===== src/rtl/fetch_pkg.sv =====
// Shared types and constants for the instruction fetch sequencer.
package fetch_pkg;

    typedef enum logic [1:0] {
        FETCH  = 2'd0,
        WAIT   = 2'd1,
        SQUASH = 2'd2
    } fetch_state_t;

    localparam logic [31:0] NOP_INSTR        = 32'h0000_0013;
    localparam logic [31:0] DEFAULT_RESET_PC = 32'h0000_0000;

endpackage


===== src/rtl/fetch_ctrl.sv =====
// Fetch sequencer: issues one word request at a time to a variable-latency
// instruction memory, squashes stale responses after a redirect and presents
// one instruction to decode through a valid/stall hold register.
//
//   state  | meaning
//   -------+-----------------------------------------------------------
//   FETCH  | no access in flight; request when the output slot is free
//   WAIT   | request in flight for PC; response will be captured
//   SQUASH | request in flight is stale; drop its response, then FETCH
module fetch_ctrl
    import fetch_pkg::*;
#(
    parameter logic [31:0] RESET_PC = DEFAULT_RESET_PC
) (
    input  logic        clk,
    input  logic        reset,
    input  logic        branch_taken,
    input  logic [31:0] new_pc,
    input  logic        pc_write_disable,
    output logic        mem_req,
    output logic [31:0] mem_addr,
    input  logic        mem_rvalid,
    input  logic [31:0] mem_rdata,
    output logic        out_valid,
    output logic [31:0] out_PC,
    output logic [31:0] out_instruction
);

    fetch_state_t state_q, state_d;
    logic [31:0]  pc_q, pc_d;
    logic [31:0]  redirect_pc;
    logic         consume;
    logic         slot_free;
    logic         capture;

    assign redirect_pc = new_pc & ~32'h0000_0003;
    assign consume     = out_valid && !pc_write_disable;
    assign slot_free   = !out_valid || consume;
    assign mem_addr    = {2'b00, pc_q[31:2]};

    // Next-state, next-PC and request strobe.
    always_comb begin
        state_d = state_q;
        pc_d    = pc_q;
        mem_req = 1'b0;
        capture = 1'b0;
        case (state_q)
            FETCH: begin
                if (branch_taken) begin
                    pc_d = redirect_pc;
                end else if (slot_free) begin
                    mem_req = 1'b1;
                    state_d = WAIT;
                end
            end
            WAIT: begin
                if (mem_rvalid) begin
                    state_d = FETCH;
                    if (branch_taken) begin
                        pc_d = redirect_pc;
                    end else begin
                        capture = 1'b1;
                        pc_d    = pc_q + 32'd4;
                    end
                end else if (branch_taken) begin
                    pc_d    = redirect_pc;
                    state_d = SQUASH;
                end
            end
            SQUASH: begin
                if (branch_taken) begin
                    pc_d = redirect_pc;
                end
                // The stale response ends the squash even if another redirect
                // lands on the same cycle; nothing else is in flight to wait for.
                if (mem_rvalid) begin
                    state_d = FETCH;
                end
            end
            default: state_d = FETCH;
        endcase
    end

    // State and PC registers.
    always_ff @(posedge clk) begin
        if (reset) begin
            state_q <= FETCH;
            pc_q    <= RESET_PC;
        end else begin
            state_q <= state_d;
            pc_q    <= pc_d;
        end
    end

    // Output hold register: a redirect kills the presented instruction,
    // a capture loads a new one, a consume without capture empties it.
    always_ff @(posedge clk) begin
        if (reset) begin
            out_valid       <= 1'b0;
            out_PC          <= RESET_PC;
            out_instruction <= NOP_INSTR;
        end else begin
            if (branch_taken) begin
                out_valid <= 1'b0;
            end else if (capture) begin
                out_valid <= 1'b1;
            end else if (consume) begin
                out_valid <= 1'b0;
            end
            if (capture) begin
                out_PC          <= pc_q;
                out_instruction <= mem_rdata;
            end
        end
    end

endmodule


===== config.mk =====
export PLATFORM = sky130hd
export DESIGN_NAME = fetch_ctrl
export DESIGN_NICKNAME = d
export VERILOG_FILES = /design/src/rtl/fetch_pkg.sv /design/src/rtl/fetch_ctrl.sv
export SDC_FILE = /design/constraint.sdc
export NUM_CORES = 1
export LEC_CHECK = 0
export BUFFER_PORTS_ARGS = -buffer_cell sky130_fd_sc_hd__buf_2
export CORE_MARGIN = 2
export CORE_UTILIZATION = 54
export CTS_CLUSTER_DIAMETER = 30
export CTS_CLUSTER_SIZE = 40
export DETAILED_ROUTE_END_ITERATION = 7
export GPL_TIMING_DRIVEN = 0
export PLACE_DENSITY = 0.89
export SLEW_MARGIN = 25
export SYNTH_ARGS = -nofsm -noshare
export SYNTH_HDL_FRONTEND = slang
export SYNTH_SLANG_ARGS = --single-unit

===== constraint.sdc =====
create_clock -name clk -period 2.5 [get_ports clk]
set_input_delay 0.375 -clock clk [delete_from_list [all_inputs] [get_ports clk]]
set_output_delay 0.375 -clock clk [all_outputs]
set_load 0.03 [all_outputs]

==> flow_summary_export.csv <==
group,metric,value,unit
yosys,synthTopCellsByArea,"dfxtp_1 (41%), nand2_1 (12%), a21oi_1 (8.5%), buf_4 (5.6%), nor2_1 (2.5%)",
setup_path,r2r_setup_slack,0.15,ns
sta,fin_tns_setup,0,ns
worst_hold_path,hold_class,"input pin to flip-flop",
yosys,synthArstFlopShare,0,%
cts,numCtsBuffers,9,
setup_path,r2r_end,"pc_q[18]",
route,routedWlPerCell,17.3,µm
setup_path,cp.required,2.76,ns
sta,tightest_slew,0.751,ns
route,drc,0,
floorplanning,ios,167,
layout,area_delta_synth_final,23.1,%
route,wirelength,16000,µm
cts,clk_pin_slew,0.10,ns
floorplanning,die_h,98.9,µm
floorplanning,std_cell_rows,34,
setup_path,r2r_cells,6,
cts,cts_num_sinks,99,
sta,fmax,0.425,GHz
worst_hold_path,worstHoldStart,"mem_rdata[1]",
placed_design,place_hpwl,11900,µm
floorplanning,die_w,98.9,µm
setup_path,rr_startpoint,"pc_q[2]",
yosys,ys_seq_area_share,40.8,%
floorplanning,die_area,9770,µm²
yosys,synth_common_cells,"nand2_1 (159), dfxtp_1 (99), a21oi_1 (83), buf_4 (36), nor2_1 (33)",
route,dr.pass1.iters,6,
layout,fin_util,68.6,%
route,drtAntennaViolNets,0,
yosys,yosysWarnings,0,
power,power_density,541,nW/µm²
setup_path,cp-end-kind,"flip-flop",
setup_path,path_max_fanout,10,
sta,clock_skew,0.0120,ns
sta,finalMaxSlewViolations,0,
placed_design,placed_area,5800,µm²
layout,diodes,0,
cts,cts_resized,0,
yosys,ys_types,52,
route,via_per_inst,5.86,
setup_path,worstPathArrival,2.61,ns
power,clockPowerShare,30.7,%
global_routing,track_usage,31.9,%
placed_design,gp_congestion,0.923,
floorplanning,start_util,55.7,%
sta,setup_violations,0,
layout,drive_gt1_share,29.0,%
sta,hold_viol_final,0,
sta,fin_crit,2.35,ns
route,num_vias,5444,
global_routing,grt_pass1_wl,25100,µm
yosys,yosysTopAreaCell,"dfxtp_1",
yosys,yosys.area.top_type_share,40.8,%
layout,final_area,5980,µm²
cts,insertion_delay,0.36,ns
global_routing,grt_pass1_vias,5061,
worst_hold_path,min_to,"out_instruction[1]",
sta,slew_headroom,49.9,%
cts,clockBufferDepth,2,
layout,multi_input_area,2380,µm²
power,ir_worst_vdd,314,µV
run,cap_violations,0,
yosys,synth_flop_cell,"dfxtp_1",
power,pwr-share-seq,52.4,%
worst_hold_path,whs_path_depth,3,
global_routing,antenna_found_initial,0,
global_routing,grt_max_degree,19,
cts,post-cts-setup-buffer-count,0,
yosys,syn_area,4860,µm²
power,swShare,31.6,%
cts,hold_buffers,0,
sta,rsz0062_at_grt,"false",
sta,finalCritPeriodShare,94.2,%
yosys,post-synth-top-count-cell,"nand2_1",
cts,cts_root_buf,"clkbuf_8",
yosys,ys_ff_latch,99,
setup_path,start_kind,"flip-flop",
outcome,status,"finished clean",
setup_path,critical_path_class,"flip-flop to flip-flop",
yosys,synth-edff-count,0,
floorplanning,core_area,8720,µm²
yosys,avgSynthCellArea,7.56,µm²
cts,htreeDepth,3,
layout,final_nets,886,
layout,fillers,750,
power,p_sw,0.00102,W
placed_design,io_buffers,161,
power,intPower,0.00221,W
power,leakagePower,2.56,nW
power,pwr-share-comb,16.9,%
layout,seqCellArea,1980,µm²
global_routing,overflow,0,
yosys,synthCells,643,
route,drt_iter0_drc,485,
cts,cts_tree,"yes",
==> per-stage QoR <==
stage,hold WS [ns],total power (W),setup slack [ns],cells
floorplan,0.427,0.00207,0.762,644
global placement,0.439,0.00225,0.223,913
detailed placement,0.442,0.00227,0.220,913
CTS,0.217,0.00323,0.212,929
global route,0.234,0.00335,0.0412,929
finish,0.220,0.00324,0.146,929
==> cell type report <==
| class | instances | share of cell area, % |
|---|---|---|
| clock inverters | 6 | 0.878 |
| plain buffers | 83 | 7.82 |
| inverters | 9 | 0.564 |
| repair buffers | 161 | 13.5 |
| clock buffers | 10 | 2.13 |
| flip-flops and latches | 99 | 33.1 |
| well taps | 108 | 2.26 |
| multi-input cells | 453 | 39.8 |
==> cell families (layout without fill, tap and decap cells) <==
family	count (synthesis)	in the layout	share of synthesized area (%)
compound gates	158	158	19.9
xor+xnor	2	2	0.361
fa+ha+maj	1	1	0.257
buf+inv	92	269	10.3
flops	99	99	40.8
mux	6	6	1.24
other cells	1	2	0.0772
simple gates	284	284	27.1
==> registers in the layout, indices dropped and copies added (netlist names) <==
signal / flops
pc_q: 32
out_valid: 1
state_q: 2
out_instruction: 32
out_PC: 32
==> worst max-delay path: stages, from the launching register on <==
cell and delay, ns:
dfxtp_1 0.51, ha_1 0.24, clkbuf_1 0.43, nand4_1 0.35, nor3_2 0.25, a221oi_1 0.12, a2111oi_2 0.35
==> layer usage <==
metal  global-route usage [%]  vias to the layer above  share of wire (%)
li1                         -                     2546                  -
met1                     43.8                     2488                 40
met2                     49.9                      357                 46
met3                     5.25                       53                 11
met5                        0                        -                  0
met4                     13.2                        0                3.2
==> worst max-delay path by stage <==
stage                            start  endpoint  slack, ns  depth (start not counted)
after global routing           pc_q[2]  pc_q[18]       0.04                          6
after global placement    branch_taken  pc_q[21]       0.22                          7
after CTS                      pc_q[2]  pc_q[18]       0.21                          6
after floorplan             mem_rvalid  pc_q[20]       0.76                          7
after detailed placement  branch_taken  pc_q[31]       0.22                          7
final                          pc_q[2]  pc_q[18]       0.15                          6
==> power groups by stage <==
stage | sequential (W) | combinational, W | clock (W)
CTS | 0.00169 | 0.000540 | 0.000996
detailed placement | 0.00173 | 0.000538 | 0
global placement | 0.00173 | 0.000528 | 0
global route | 0.00170 | 0.000586 | 0.00106
finish | 0.00170 | 0.000547 | 0.000992
floorplan | 0.00174 | 0.000331 | 0
==> placed cells by master (no fill, tap or decap), types with 3 or more instances in the layout <==
cell / count
buf_2: 177
nand2_1: 159
dfxtp_1: 99
a21oi_1: 83
buf_4: 36
nor2_1: 33
clkbuf_1: 31
nor3_1: 21
o21ai_0: 17
nand3_1: 13
nand4_1: 10
a221oi_1: 9
clkbuf_8: 9
inv_1: 8
nand3b_1: 8
a31oi_1: 7
nor4_1: 7
and2_1: 6
mux2i_1: 6
nand2b_1: 6
and3_1: 5
o22ai_1: 5
and4_1: 4
o21bai_1: 4
o31a_1: 3
a211o_1: 3
or4_1: 3
o21a_1: 3
a22oi_1: 3
or2_2: 3
inv_6: 3
Note: power is estimated with default switching activity, not from simulation.
